## src/rtl/dl_lshift_arb_pkg.sv

```systemverilog
// Shared constants and types for the dl_lshift_arb shared shifter.
// Optional stall counter is enabled by DL_LSHIFT_ARB_STALL_CNT_EN.
package dl_lshift_arb_pkg;

  localparam int DEF_NUM_BITS    = 32;
  localparam int DEF_NUM_REQ     = 4;
  localparam int DEF_ID_BITS     = $clog2(DEF_NUM_REQ);
  localparam int STALL_CNT_BITS  = 32;

  // Response record at the default configuration.
  typedef struct packed {
    logic [DEF_ID_BITS-1:0]  id;
    logic [DEF_NUM_BITS-1:0] data;
  } rsp_t;

endpackage

```

## src/rtl/dl_lshift.sv

```systemverilog
// Zero-fill left shifter; amounts at or beyond NUM_BITS produce zero.
module dl_lshift #(
  parameter int NUM_BITS = 32,
  localparam int NUM_SHIFT_BITS = $clog2(NUM_BITS)
) (
  input  logic [NUM_BITS-1:0]       in,
  input  logic [NUM_SHIFT_BITS-1:0] shamt,
  output logic [NUM_BITS-1:0]       out
);

  generate
    if (NUM_BITS == (1 << NUM_SHIFT_BITS)) begin : g_pow2
      assign out = in << shamt;
    end else begin : g_npow2
      // Non power-of-2 widths can encode amounts past the operand width.
      assign out = (shamt >= NUM_SHIFT_BITS'(NUM_BITS)) ? '0 : (in << shamt);
    end
  endgenerate

endmodule

```

## src/rtl/dl_rr_arbiter.sv

```systemverilog
// Round-robin arbiter: scans req from rr_ptr upward and advances past the winner on update.
module dl_rr_arbiter #(
  parameter int NUM_REQ = 4,
  localparam int ID_BITS = $clog2(NUM_REQ)
) (
  input  logic               clk,
  input  logic               rst_n,
  input  logic [NUM_REQ-1:0] req,
  input  logic               en,
  input  logic               upd,
  output logic [NUM_REQ-1:0] grant,
  output logic [ID_BITS-1:0] idx
);

  logic [ID_BITS-1:0] rr_ptr_q, rr_ptr_d;
  logic               found;

  always_comb begin
    idx   = '0;
    found = 1'b0;
    for (int off = 0; off < NUM_REQ; off++) begin
      if (!found && req[(int'(rr_ptr_q) + off) % NUM_REQ]) begin
        idx   = ID_BITS'((int'(rr_ptr_q) + off) % NUM_REQ);
        found = 1'b1;
      end
    end
    grant = '0;
    if (en && found) grant[idx] = 1'b1;
  end

  always_comb begin
    rr_ptr_d = rr_ptr_q;
    if (upd) rr_ptr_d = ID_BITS'((int'(idx) + 1) % NUM_REQ);
  end

  always_ff @(posedge clk or negedge rst_n) begin
    if (!rst_n) rr_ptr_q <= '0;
    else        rr_ptr_q <= rr_ptr_d;
  end

endmodule

```

## src/rtl/dl_lshift_arb.sv

```systemverilog
// One left shifter shared by NUM_REQ requesters behind a round-robin arbiter and a one-entry result stage.
// Define DL_LSHIFT_ARB_STALL_CNT_EN to add the saturating stall_cnt output.
module dl_lshift_arb
  import dl_lshift_arb_pkg::*;
#(
  parameter int NUM_BITS = DEF_NUM_BITS,
  parameter int NUM_REQ  = DEF_NUM_REQ,
  localparam int NUM_SHIFT_BITS = $clog2(NUM_BITS),
  localparam int ID_BITS        = $clog2(NUM_REQ)
) (
  input  logic                              clk,
  input  logic                              rst_n,
  input  logic [NUM_REQ-1:0]                req_valid,
  output logic [NUM_REQ-1:0]                req_ready,
  input  logic [NUM_REQ*NUM_BITS-1:0]       req_data,
  input  logic [NUM_REQ*NUM_SHIFT_BITS-1:0] req_shamt,
  output logic                              rsp_valid,
  input  logic                              rsp_ready,
  output logic [NUM_BITS-1:0]               rsp_data,
  output logic [ID_BITS-1:0]                rsp_id
`ifdef DL_LSHIFT_ARB_STALL_CNT_EN
  ,
  output logic [STALL_CNT_BITS-1:0]         stall_cnt
`endif
);

  logic                      rsp_valid_q, rsp_valid_d;
  logic [NUM_BITS-1:0]       rsp_data_q, rsp_data_d;
  logic [ID_BITS-1:0]        rsp_id_q, rsp_id_d;
  logic                      can_accept;
  logic                      transfer;
  logic [NUM_REQ-1:0]        grant;
  logic [ID_BITS-1:0]        win_idx;
  logic [NUM_BITS-1:0]       win_data;
  logic [NUM_SHIFT_BITS-1:0] win_shamt;
  logic [NUM_BITS-1:0]       shifted;

  assign can_accept = !rsp_valid_q || rsp_ready;

  dl_rr_arbiter #(.NUM_REQ(NUM_REQ)) u_arb (
    .clk   (clk),
    .rst_n (rst_n),
    .req   (req_valid),
    .en    (can_accept),
    .upd   (transfer),
    .grant (grant),
    .idx   (win_idx)
  );

  assign req_ready = grant;
  assign transfer  = |(req_valid & req_ready);

  assign win_data  = req_data[int'(win_idx)*NUM_BITS +: NUM_BITS];
  assign win_shamt = req_shamt[int'(win_idx)*NUM_SHIFT_BITS +: NUM_SHIFT_BITS];

  dl_lshift #(.NUM_BITS(NUM_BITS)) u_shift (
    .in    (win_data),
    .shamt (win_shamt),
    .out   (shifted)
  );

  always_comb begin
    rsp_valid_d = rsp_valid_q;
    rsp_data_d  = rsp_data_q;
    rsp_id_d    = rsp_id_q;
    if (transfer) begin
      rsp_valid_d = 1'b1;
      rsp_data_d  = shifted;
      rsp_id_d    = win_idx;
    end else if (rsp_ready) begin
      rsp_valid_d = 1'b0;
    end
  end

  always_ff @(posedge clk or negedge rst_n) begin
    if (!rst_n) begin
      rsp_valid_q <= 1'b0;
      rsp_data_q  <= '0;
      rsp_id_q    <= '0;
    end else begin
      rsp_valid_q <= rsp_valid_d;
      rsp_data_q  <= rsp_data_d;
      rsp_id_q    <= rsp_id_d;
    end
  end

  assign rsp_valid = rsp_valid_q;
  assign rsp_data  = rsp_data_q;
  assign rsp_id    = rsp_id_q;

`ifdef DL_LSHIFT_ARB_STALL_CNT_EN
  logic [STALL_CNT_BITS-1:0] stall_cnt_q, stall_cnt_d;

  always_comb begin
    stall_cnt_d = stall_cnt_q;
    if (rsp_valid_q && !rsp_ready && (stall_cnt_q != '1)) stall_cnt_d = stall_cnt_q + 1'b1;
  end

  always_ff @(posedge clk or negedge rst_n) begin
    if (!rst_n) stall_cnt_q <= '0;
    else        stall_cnt_q <= stall_cnt_d;
  end

  assign stall_cnt = stall_cnt_q;
`endif

endmodule

```

## config.mk

```make
export PLATFORM = sky130hd
export DESIGN_NAME = dl_lshift_arb
export DESIGN_NICKNAME = d
export VERILOG_FILES = /design/src/rtl/dl_lshift_arb_pkg.sv /design/src/rtl/dl_lshift.sv /design/src/rtl/dl_rr_arbiter.sv /design/src/rtl/dl_lshift_arb.sv
export SDC_FILE = /design/constraint.sdc
export NUM_CORES = 1
export LEC_CHECK = 0
export CAP_MARGIN = 0
export CORE_ASPECT_RATIO = 2
export CORE_UTILIZATION = 25
export DETAILED_ROUTE_END_ITERATION = 7
export PLACE_DENSITY_LB_ADDON = 0.3
export SETUP_SLACK_MARGIN = 0.05
export SLEW_MARGIN = 5
export SYNTH_ARGS = -nofsm -noshare
export SYNTH_HDL_FRONTEND = slang
export SYNTH_HIERARCHICAL = 1
export SYNTH_SLANG_ARGS = --single-unit
```

## constraint.sdc

```tcl
create_clock -name clk -period 4.45 [get_ports clk]
set_input_delay 0.89 -clock clk [delete_from_list [all_inputs] [get_ports clk]]
set_output_delay 0.89 -clock clk [all_outputs]
set_load 0.1 [all_outputs]
```

Word level (Yosys, flattened, before mapping). Cells that the tools add are included.

Register bits after elaboration: 37. Latch bits: 0. Memory bits (writable): 0. ROM bits: 0. Word-level logic and storage cells: 61. Memories: 0.

$add $sub $neg: 4. Multiply operators: 1. Div/mod/pow operators: 0. Order comparisons: 6. Eq/ne operators: 0. Shift-type cells: 3. Multiplexer cells: 24. Bitwise gates (word level): 4. Reductions and logical operators: 15.

Operator list (number): $shiftx A128 B8 Y32 (1); $shl A32 B5 Y32 (1); $shiftx A20 B6 Y5 (1); $mux W1 (14); $lt A3 B4 Y1 const B (3); $bmux W1 S2 (4); $mux W2 (4); $lt A2 B3 Y1 const B (2); $reduce_or A2 Y1 (3); $logic_and A1 B1 Y1 (5); $mul A2 B3 Y5 const B (1); $add A2 B1 Y2 const B (2); $add A2 B2 Y2 const B (2); $and A4 B4 Y4 (1); $logic_not A1 Y1 (4); $mux W4 (1); $reduce_or A4 Y1 (1); $and A1 B1 Y1 const A (3); $demux W1 S2 (1); $ge A2 B1 Y1 const B (1); $reduce_bool A2 Y1 (1); $logic_or A1 B1 Y1 (1).

Depth between registers and ports, before layout. Gate-level depths: netlist of the first run.

Word-level depth: 22. Mapped depth: 15. Gate-level depth less buffers: 10.

By module. The synthesis of the first run kept the hierarchy.

Modules (own cells, without submodules): dl_lshift_arb (instances 1, cells each 122, area each 2339.7 um2, sequential area each 875.8 um2); dl_lshift (instances 1, cells each 176, area each 1724.2 um2, sequential area each 0.0 um2); dl_rr_arbiter (instances 1, cells each 34, area each 294.0 um2, sequential area each 50.0 um2).

Least setup slack after synthesis of the first run. OpenSTA, ideal clock, no wires.

Kind: input to register. From: in req_valid[2]. To: reg rsp_data_q[26] (netlist: rsp_data[26]). Library setup time: 125 ps. Data arrival time: 3853 ps. Data required time: 4325 ps. Path slack: 472 ps. Cell stages on the path: 11. Path buffers: 3. Cells stage by stage: mux2i_1 > nor2_1 > nor3_1 > buf_6 > buf_6 > mux4_2 > buf_6 > mux2_2 > mux4_2 > a221o_1 > mux2_2.

RTL lines: start, declared (line dl_lshift_arb.sv:13) `input logic [NUM_REQ-1:0] req_valid,`; $bmux W1 S2 (line dl_rr_arbiter.sv:22) `if (!found && req[(int'(rr_ptr_q) + off) % NUM_REQ]) begin`; $mux W1 (implied by the code) (line dl_rr_arbiter.sv:22); $mux W1 (line dl_rr_arbiter.sv:22); $logic_not A1 Y1 (line dl_rr_arbiter.sv:22); $logic_and A1 B1 Y1 (line dl_rr_arbiter.sv:22); $mux W1 (line dl_rr_arbiter.sv:22); $logic_not A1 Y1 (line dl_rr_arbiter.sv:22); $logic_and A1 B1 Y1 (line dl_rr_arbiter.sv:22); [2 not listed]; $logic_and A1 B1 Y1 (line dl_rr_arbiter.sv:22); $mux W2 (*) (line dl_rr_arbiter.sv:22); named net win_idx[0] (line dl_lshift_arb.sv:33) `logic [ID_BITS-1:0] win_idx;`; $mul A2 B3 Y5 (*) (line dl_lshift_arb.sv:54) `assign win_shamt = req_shamt[int'(win_idx)*NUM_SHIFT_BITS +: NUM_SHIFT_BITS];`; $shiftx A20 B6 Y5 (*) (line dl_lshift_arb.sv:54); named net win_shamt[1] (line dl_lshift_arb.sv:35) `logic [NUM_SHIFT_BITS-1:0] win_shamt;`; $shl A32 B5 Y32 (*) (line dl_lshift.sv:13) `assign out = in << shamt;`; named net shifted[26] (line dl_lshift_arb.sv:36) `logic [NUM_BITS-1:0] shifted;`; end signal, assigned (line dl_lshift_arb.sv:82) `rsp_data_q <= rsp_data_d;`; end, declared (line dl_lshift_arb.sv:28) `logic [NUM_BITS-1:0] rsp_data_q, rsp_data_d;`.

The timed path passes the listed nets; every way through them passes the cells marked *. The select of a mux whose other input is x is not followed. A chain may end at the register's enable or synchronous reset.

Worst setup path after layout of the first run.
From: in req_valid[2]. To: reg rsp_data_q[27] (netlist: rsp_data[27]).

The elaborated chain is that of the path after synthesis.

==> results by group, run 1 <==
STA
  – Post-route minimum period: 4.21 ns
  – Final Worst Setup Slack: 0.243 ns
  – Setup TNS: 0 ns
  – Slew HR: 0.303
  – Hold WS: 0.512 ns
  – RSZ-0062 raised after global routing: no
  – Fmax: 238 MHz
  – Ratio of final minimum period to clock period: 0.945
  – Setup violators final: 0
  – Worst slew pin tran: 1.04 ns
  – Slew Viols, Final: 0
  – Final Skew: 0.00606 ns
  – Final Hold Viols: 0

Clocking
  – Clk_lat worst skew: 0.28 ns
  – Clock sink count: 37
  – Root buffer cell: clkbuf_16
  – Clk buf depth: 2
  – H-Tree Depth: 2
  – CTS buffer count: 5
  – Setup Buffers After CTS: 0
  – CTS tree: yes
  – Clk slew on worst S/H paths: 0.06 ns

Synthesis
  – Post-Syn Instances: 332
  – Synthesis-stage register bit count: 37
  – Async S/R FF share, synth: 1.00
  – Ys flop type: dfrtp_1
  – Largest area contributor in the netlist: mux4_2
  – Post-synthesis sequential area ratio: 0.212
  – Synthesized Nets: 491
  – Post-synthesis instance area: 0.00436 sq mm
  – Post-synth top area share: 0.284
  – Mapped Avg Cell Area: 13.1 sq um
  – Netlist cell types: 51
  – Synth area leaders: mux4_2 28%, dfrtp_1 21%, mux2_4 10%
  – Post-synth EDFFs: 0
  – Yosys warnings: 6

Global route
  – Largest net degree at the start of global routing: 38
  – First-pass GRT wire length: 25.4 mm
  – Antenna violations before repair: 0
  – All-Layer GR Usage: 0.188
  – GR Overflow Total: 0
  – Vias in the first global route: 4618

Run
  – Max cap viols: 0

Detailed routing
  – Antenna Nets Post-Route: 0
  – Drt total wl: 16.2 mm
  – # DRC: 1
  – TritonRoute pass-1 iters: 6
  – Post-DR vias/cell: 5.16
  – Initial DRC Count: 194
  – Routed vias: 4080
  – Routed len/inst: 20.5 microns

Final layout
  – Ant diodes: 0
  – Fill count: 1658
  – Most common cell after layout, fill and taps aside: clkdlybuf4s50_1
  – Most frequent cells in the layout: 186 x clkdlybuf4s50_1, 74 x buf_4, 55 x mux4_2
  – Area grow syn2layout: 64.3%
  – Final cell count without fillers: 791
  – Area of the multi-input gates: 0.00315 sq mm
  – Layout cells sized above 1: 0.360
  – Reg area: 926 sq um
  – Final instance area: 0.00716 sq mm
  – Nets: 739

Worst hold path
  – Hold depth: 1
  – Hold WC Path Type: flip-flop to flip-flop

Setup path
  – CP Data Required Time: 4.62 ns
  – CP Depth: 13
  – Critical path, cell by cell: clkdlybuf4s50_1, nor3b_2, nor3_2, buf_12, buf_16, mux4_2, buf_12, buf_4, mux4_2, buf_4, mux2i_1, a221oi_1, mux2_4
  – Worst Setup End Kind: flip-flop
  – FF-to-FF setup slack: 0.74 ns
  – Crit path launch type: input pin
  – Top Family by Delay on Critical Path: multiplexers
  – CP Class: input pin to flip-flop
  – CP bufs+invs: 6
  – Cell depth of the worst flop-to-flop path: 13
  – Crit path max fanout: 22
  – Crit path largest cell delay: 0.55 ns
  – Critical Path AT: 4.38 ns
  – Crit-path slowest cell: mux4_2

Placement
  – Dpl cell area: 0.00697 sq mm
  – Post-Place Cells: 783
  – Placer Congestion: 0.904
  – IO Port Bufs: 193
  – Hpwl dp: 14.0 mm
  – Pre-CTS setup slack: -0.146 ns

Floorplan
  – Core region area: 0.0172 sq mm
  – Die H: 189 microns
  – Die X: 95.4 microns
  – Row count: 68
  – Initial Util: 0.254
  – Top Ports: 194
  – Die Footprint: 0.0180 sq mm

Pwr
  – PD cells: 854 mW/mm^2
  – Leak pwr: 2.88 nW
  – Worst VDD drop: 0.338 mV

Run status
  – Failing checks: design-rule violations
  – Status: finished, violations left
[what timing repair did]
item / in CTS / in global routing
endpoints found under the hold margin: 0 / 0
gates resized for setup: 0 / 5
setup endpoints to repair: 0 / 7
hold buffers: 0 / 0
[path summary, 6_finish.rpt]
path	start	to
worst min register to register	rsp_data[30]$_DFFE_PN0P_	rsp_data[30]$_DFFE_PN0P_
min in group asynchronous	rst_n	rsp_data[23]$_DFFE_PN0P_
worst min-delay path	rsp_data[30]$_DFFE_PN0P_	rsp_data[30]$_DFFE_PN0P_
worst max register to register	u_arb/rr_ptr_q[1]$_DFFE_PN0P_	rsp_data[27]$_DFFE_PN0P_
worst max-delay path	req_valid[2]	rsp_data[27]$_DFFE_PN0P_
max in group asynchronous	rst_n	rsp_data[29]$_DFFE_PN0P_
[cell families after synthesis]
logic type / after synthesis / share of synthesized area
compound gates: 57 / 0.0985
mux: 129 / 0.533
simple gates: 68 / 0.0775
fa+ha+maj: 4 / 0.0115
buf+inv: 37 / 0.0675
flops: 37 / 0.212
[layout make-up]
cell class	instances	area share
Multi-Input combinational cell	258	0.440
Timing Repair Buffer	272	0.367
Sequential cell	37	0.129
Tap cell	210	0.0367
Clock buffer	7	0.0199
Clock inverter	1	0.00419
Inverter	6	0.00315
[power breakdown]
part	switching [W]	leakage [nW]	internal (W)	total, W
sequential	0.000103	0.473	0.000489	0.000592
combinational	0.00282	2.33	0.00228	0.00510
clock	0.000141	0.0841	0.000280	0.000421
[Yosys cell counts (4+ instances only)]
master / count
nor2_1: 22
buf_6: 12
nor3_1: 5
buf_2: 7
nand2_1: 16
a22oi_1: 11
dfrtp_1: 37
a21oi_1: 7
a211oi_1: 4
mux2_2: 23
nor2b_1: 4
mux4_2: 55
mux2i_1: 11
mux2_4: 30
and2_1: 7
o211ai_1: 6
clkbuf_8: 4
o21ai_0: 4
mux4_1: 10
clkbuf_1: 6
inv_1: 4
ha_1: 4
[metrics by stage]
stage | total power, W | utilization
finish | 0.00611 | 0.417
global route | 0.00642 | 0.417
CTS | 0.00613 | 0.415
detailed placement | 0.00569 | 0.405
global placement | 0.00565 | 0.405
floorplan | 0.00409 | -
[sequential cells by signal, summed over array words and instances, names as in the netlist]
name            cells
rsp_data           32
rsp_id              2
rsp_valid           1
u_arb/rr_ptr_q      2
[layer usage]
| metal | track usage | routed length [microns] | vias to the layer above |
|---|---|---|---|
| met5 | 0 | 0 | - |
| met4 | 0.0874 | 741 | 0 |
| met3 | 0.0133 | 476 | 31 |
| met2 | 0.376 | 9750 | 158 |
| met1 | 0.184 | 5230 | 2025 |
| li1 | - | - | 1866 |
[worst register-to-register path, cell delays in order (launching register included)]
cell and delay, ns:
dfrtp_1 0.51, mux2i_1 0.24, nor2_1 0.08, nor3_2 0.19, buf_12 0.19, buf_16 0.20
mux4_2 0.56, buf_12 0.18, buf_4 0.16, mux4_2 0.36, buf_4 0.19, mux2i_1 0.26
a221oi_1 0.18, mux2_4 0.28
(Power assumes the default switching activity.)
==> run 2, diff against run 1 <==
- ABC_CLOCK_PERIOD_IN_PS: default -> 4450
- GPL_ROUTABILITY_DRIVEN: default -> 0
- REMOVE_ABC_BUFFERS: default -> 1
==> results by group, run 2 (synthesized netlist as in run 1, its figures left out) <==
STA
  – Final Skew: 0.00373 ns (was 0.00606 ns)
  – Post-route minimum period: 4.32 ns (was 4.21 ns)
  – RSZ-0062 raised after global routing: yes (was no)
  – Ratio of final minimum period to clock period: 0.970 (was 0.945)
  – Slew Viols, Final: 0 (unchanged)
  – Slew HR: 0.301 (was 0.303)
  – Worst slew pin tran: 1.05 ns (was 1.04 ns)
  – Final Hold Viols: 0 (unchanged)
  – Fmax: 232 MHz (was 238 MHz)
  – Setup violators final: 0 (unchanged)
  – Hold WS: 0.510 ns (was 0.512 ns)

Worst hold path
  – Hold_sp: rsp_data[11]$_DFFE_PN0P_ (was rsp_data[30]$_DFFE_PN0P_)
  – Hold depth: 1 (unchanged)
  – Hold WC Path Type: flip-flop to flip-flop (unchanged)
  – Worst Hold End: rsp_data[11]$_DFFE_PN0P_ (was rsp_data[30]$_DFFE_PN0P_)

Detailed routing
  – TritonRoute pass-1 iters: 4 (was 6)
  – Post-DR vias/cell: 5.22 (was 5.16)
  – Met2 routed WL: 9.10 mm (was 9.75 mm)
  – Routed vias: 4048 (was 4080)
  – Initial DRC Count: 245 (was 194)
  – Top Metal Used: met4 (unchanged)
  – WL met1: 4.75 mm (was 5.23 mm)
  – Antenna Nets Post-Route: 0 (unchanged)
  – # DRC: 0 (was 1)
  – Drt total wl: 15.3 mm (was 16.2 mm)
  – Met3 routed WL: 656 microns (was 476 microns)
  – Routed len/inst: 19.7 microns (was 20.5 microns)

Global route
  – All-Layer GR Usage: 0.174 (was 0.188)
  – First-pass GRT wire length: 23.4 mm (was 25.4 mm)
  – Largest net degree at the start of global routing: 38 (unchanged)
  – GR Overflow Total: 0 (unchanged)
  – Antenna violations before repair: 0 (unchanged)
  – Vias in the first global route: 4325 (was 4618)

Setup path
  – FF-to-FF setup slack: 0.71 ns (was 0.74 ns)
  – Worst setup startpoint: req_valid[2] (unchanged)
  – Critical Path AT: 4.49 ns (was 4.38 ns)
  – Crit path launch type: input pin (unchanged)
  – Worst Setup End Kind: flip-flop (unchanged)
  – Cell depth of the worst flop-to-flop path: 11 (was 13)
  – Crit path max fanout: 17 (was 22)
  – CP Data Required Time: 4.62 ns (about the same)
  – Critical R2R Capture: rsp_data[31]$_DFFE_PN0P_ (was rsp_data[27]$_DFFE_PN0P_)
  – CP Class: input pin to flip-flop (unchanged)
  – Critical R2R Launch: u_arb/rr_ptr_q[1]$_DFFE_PN0P_ (unchanged)

Clocking
  – Setup Buffers After CTS: 0 (unchanged)
  – Clock sink count: 37 (unchanged)
  – Clk slew on worst S/H paths: 0.06 ns (about the same)
  – Hold buffer count at CTS: 0 (unchanged)
  – CTS buffer count: 5 (unchanged)
  – Cells resized by post-CTS repair: 0 (unchanged)
  – Clk_lat worst skew: 0.28 ns (about the same)
  – H-Tree Depth: 2 (unchanged)
  – Root buffer cell: clkbuf_16 (unchanged)
  – Clk buf depth: 2 (unchanged)
  – CTS tree: yes (unchanged)

Final layout
  – Area grow syn2layout: 61.8% (was 64.3%)
  – Most frequent cells in the layout: 188 x clkdlybuf4s50_1, 58 x buf_4, 57 x mux4_2 (was 186 x clkdlybuf4s50_1, 74 x buf_4, 55 x mux4_2)
  – Nets: 725 (was 739)
  – Most common cell after layout, fill and taps aside: clkdlybuf4s50_1 (unchanged)
  – Final core occ: 0.410 (was 0.417)
  – Layout cells sized above 1: 0.352 (was 0.360)
  – Ant diodes: 0 (unchanged)
  – Largest register FFs: 32 (unchanged)

Run
  – Max cap viols: 0 (unchanged)

Floorplan
  – Die X: 95.4 microns (unchanged)
  – Die H: 189 microns (unchanged)
  – Die Footprint: 0.0180 sq mm (unchanged)
  – Initial Util: 0.254 (unchanged)
  – Core region area: 0.0172 sq mm (unchanged)
  – Row count: 68 (unchanged)
  – Top Ports: 194 (unchanged)

Pwr
  – PD cells: 837 mW/mm^2 (was 854 mW/mm^2)
  – Worst VDD drop: 0.262 mV (was 0.338 mV)
  – Pwr Total: 0.00590 W (was 0.00611 W)
  – Leak pwr: 2.78 nW (was 2.88 nW)

Placement
  – Hpwl dp: 13.1 mm (was 14.0 mm)
  – IO Port Bufs: 193 (unchanged)

Run status
  – Status: completed (was finished, violations left)
-- run 2: final cells by class --
| cell class | count | area (sq um) |
|---|---|---|
| Inverter | 6 | 22.5 |
| Fill cell | 1628 | 10100 |
| Sequential cell | 37 | 926 |
| Tap cell | 210 | 263 |
| Multi-Input combinational cell | 258 | 3150 |
| Timing Repair Buffer | 258 | 2540 |
| Clock buffer | 7 | 143 |
-- run 2: routing by layer --
metal  vias to the layer above  GRT usage
met5                         -          0
met4                         0     0.0927
met3                        44     0.0165
met2                       183      0.343
met1                      1989      0.166
li1                       1832          -
-- run 2: stage by stage --
stage / TNS (ns) / worst slack [ns] / area [sq um] / instances
after floorplan: -152.33 / -4.21 / 4090 / 301
after global placement: -0.650 / -0.206 / 6900 / 769
after detailed placement: -0.843 / -0.236 / 6900 / 769
after CTS: 0 / 0.0502 / 7040 / 776
after global routing: 0 / 0.0240 / 7050 / 776
final: 0 / 0.135 / 7050 / 776
-- run 2: worst max-delay path by stage --
stage                                     to  slack (ns)  cells past startpoint
finish              rsp_data[31]$_DFFE_PN0P_        0.13                     12
global placement    rsp_data[31]$_DFFE_PN0P_       -0.21                     12
floorplan           rsp_data[21]$_DFFE_PN0P_       -4.21                      8
global route        rsp_data[31]$_DFFE_PN0P_        0.02                     12
detailed placement  rsp_data[31]$_DFFE_PN0P_       -0.24                     12
CTS                 rsp_data[31]$_DFFE_PN0P_        0.05                     12
-- run 2: power breakdown --
group | internal, W | switching (W) | leakage (nW)
registers | 0.000489 | 0.000108 | 0.473
clock network | 0.000220 | 0.000137 | 0.0700
logic | 0.00220 | 0.00274 | 2.24
total | 0.00291 | 0.00299 | 2.78
-- run 2: critical path, stage by stage --
cell	delay, ns
clkdlybuf4s50_1	0.50
mux2i_1	0.20
nor2_1	0.09
nor3_2	0.26
buf_12	0.21
mux4_2	0.69
buf_4	0.24
mux4_2	0.35
mux2_2	0.32
mux2i_2	0.27
o221ai_1	0.18
mux2_2	0.28
==> run 3, diff against run 2 <==
- RECOVER_POWER: default -> 100
==> results by group, run 3 (synthesized netlist as in run 1, its figures left out) <==
Final layout
  – Ant diodes: 0 (unchanged)
  – Largest register FFs: 32 (unchanged)
  – Most common cell after layout, fill and taps aside: clkdlybuf4s50_1 (unchanged)
  – Most frequent cells in the layout: 153 x clkdlybuf4s50_1, 57 x mux4_2, 54 x buf_4 (was 188 x clkdlybuf4s50_1, 58 x buf_4, 57 x mux4_2)
  – Area grow syn2layout: 59.8% (was 61.8%)
  – Nets: 725 (unchanged)
  – Fill count: 1656 (was 1628)
  – Final core occ: 0.405 (was 0.410)
  – Layout cells sized above 1: 0.314 (was 0.352)

STA
  – Ratio of final minimum period to clock period: 0.968 (was 0.970)
  – Worst slew pin tran: 2.06 ns (was 1.05 ns)
  – Slew HR: -0.376 (was 0.301)
  – Post-route minimum period: 4.31 ns (was 4.32 ns)
  – Final Hold Viols: 0 (unchanged)
  – Hold WS: 0.480 ns (was 0.510 ns)
  – Setup violators final: 0 (unchanged)
  – RSZ-0062 raised after global routing: yes (unchanged)
  – Slew Viols, Final: 38 (was 0)
  – Final Skew: 0.00334 ns (was 0.00373 ns)
  – Fmax: 232 MHz (about the same)

Floorplan
  – Die H: 189 microns (unchanged)
  – Die Footprint: 0.0180 sq mm (unchanged)
  – Core region area: 0.0172 sq mm (unchanged)
  – Initial Util: 0.254 (unchanged)
  – Top Ports: 194 (unchanged)
  – Row count: 68 (unchanged)
  – Die X: 95.4 microns (unchanged)

Pwr
  – Leak pwr: 2.81 nW (was 2.78 nW)
  – Clk network pwr share: 0.062 (was 0.060)
  – Worst VDD drop: 0.238 mV (was 0.262 mV)
  – Sw Share: 0.517 (was 0.506)
  – Pint: 0.00276 W (was 0.00291 W)
  – Sw power: 0.00296 W (was 0.00299 W)
  – Combinational share of power: 0.835 (was 0.838)
  – Flop pwr share: 0.103 (was 0.101)
  – PD cells: 821 mW/mm^2 (was 837 mW/mm^2)

Clocking
  – Clk slew on worst S/H paths: 0.05 ns (was 0.06 ns)
  – CTS tree: yes (unchanged)
  – CTS buffer count: 5 (unchanged)
  – Clk buf depth: 2 (unchanged)
  – H-Tree Depth: 2 (unchanged)
  – Clk_lat worst skew: 0.28 ns (about the same)
  – Clock sink count: 37 (unchanged)
  – Setup Buffers After CTS: 0 (unchanged)
  – Cells resized by post-CTS repair: 0 (unchanged)
  – Root buffer cell: clkbuf_16 (unchanged)
  – Hold buffer count at CTS: 0 (unchanged)

Global route
  – Antenna violations before repair: 0 (unchanged)
  – GR Overflow Total: 0 (unchanged)
  – Vias in the first global route: 4325 (unchanged)
  – All-Layer GR Usage: 0.174 (unchanged)
  – Largest net degree at the start of global routing: 38 (unchanged)
  – First-pass GRT wire length: 23.4 mm (unchanged)

Setup path
  – Crit path launch type: input pin (unchanged)
  – Critical Path AT: 4.47 ns (was 4.49 ns)
  – Worst Setup End Kind: flip-flop (unchanged)
  – Critical path, cell by cell: clkdlybuf4s50_1, mux2i_1, nor2_1, nor3_2, buf_12, mux4_2, buf_6, mux4_1, mux2_2, mux2i_1, o21ai_1, mux2_4 (was clkdlybuf4s50_1, mux2i_1, nor2_1, nor3_2, buf_12, mux4_2, buf_4, mux4_2, mux2_2, mux2i_2, o221ai_1, mux2_2)
  – Crit path largest cell delay: 0.56 ns (was 0.69 ns)
  – CP Class: input pin to flip-flop (unchanged)
  – Crit-path slowest cell: mux4_1 (was mux4_2)
  – CP Data Required Time: 4.61 ns (was 4.62 ns)
  – Crit path top cell by count: mux2i_1
  – Crit path max fanout: 18 (was 17)

Placement
  – IO Port Bufs: 193 (unchanged)
  – Hpwl dp: 13.1 mm (unchanged)

Detailed routing
  – TritonRoute pass-1 iters: 5 (was 4)
  – Drt total wl: 15.3 mm (about the same)
  – Routed vias: 4034 (was 4048)
  – Antenna Nets Post-Route: 0 (unchanged)
  – Post-DR vias/cell: 5.20 (was 5.22)
  – # DRC: 0 (unchanged)
  – Routed len/inst: 19.7 microns (about the same)
  – Initial DRC Count: 216 (was 245)

Run
  – Max cap viols: 1 (was 0)

Worst hold path
  – Hold WC Path Type: flip-flop to flip-flop (unchanged)

Run status
  – Failing checks: max-capacitance violations, max-slew violations
  – Status: finished, violations left (was completed)
[run 3: changes by cell type in the layout (fill, tap and decap cells not counted), moves of 3 or more]
cell             delta
and2_1              -3
and2_0              +3
clkdlybuf4s50_1    -35
dlygate4sd3_1      +35
mux2_4             -15
buf_4               -4
mux2_1             +17
[run 3: metrics by stage]
stage	cells	setup TNS [ns]	total power, W	area (sq um)	worst slack (ns)
3_5_place_dp	769	-0.843	0.00551	6900	-0.236
2_1_floorplan	301	-152.33	0.00391	4090	-4.21
6_report	776	0	0.00572	6960	0.141
4_1_cts	776	0	0.00588	7040	0.0502
5_1_grt	776	0	0.00602	6960	0.0210
3_3_place_gp	769	-0.650	0.00546	6900	-0.206
[run 3: power groups by stage]
stage          sequential (W)  clock (W)  combinational [W]
2_1_floorplan         0.00152          0            0.00239
3_3_place_gp         0.000607          0            0.00486
3_5_place_dp         0.000606          0            0.00490
4_1_cts              0.000603   0.000366            0.00491
5_1_grt              0.000609   0.000381            0.00503
6_report             0.000589   0.000355            0.00478
[run 3: critical path: cells and delay by family]
| kind | cells | cell delay [ns] |
|---|---|---|
| compound gates | 1 | 0.10 |
| buf+inv | 3 | 0.90 |
| mux | 6 | 2.21 |
| simple gates | 2 | 0.34 |
[run 3: metal layers]
layer	up-vias	track usage	part of all wire
met5	-	0	0
met4	0	0.0927	0.050
met3	46	0.0165	0.039
met2	180	0.343	0.60
met1	1973	0.166	0.31
li1	1835	-	-
[run 3: final timing paths]
| path | slack, ns | cells past startpoint | endpoint | start |
|---|---|---|---|---|
| setup / recovery | 0.14 | 12 | rsp_data[28]$_DFFE_PN0P_ | req_valid[2] |
| hold / removal | 0.48 | 1 | rsp_data[11]$_DFFE_PN0P_ | rsp_data[11]$_DFFE_PN0P_ |
| setup reg to reg | 0.72 | 11 | rsp_data[28]$_DFFE_PN0P_ | u_arb/rr_ptr_q[1]$_DFFE_PN0P_ |
| hold reg to reg | 0.48 | 1 | rsp_data[11]$_DFFE_PN0P_ | rsp_data[11]$_DFFE_PN0P_ |
| max in group asynchronous | 2.07 | 1 | rsp_data[11]$_DFFE_PN0P_ | rst_n |
| min in group asynchronous | 1.19 | 1 | rsp_data[4]$_DFFE_PN0P_ | rst_n |
[run 3: final cells by class]
class	count	area, sq um	area share
multi-input combinational	258	3080	0.443
sequential	37	926	0.133
tap	210	263	0.0377
inverter	6	22.5	0.00323
clock buffer	7	143	0.0205
timing repair buffer	258	2530	0.363
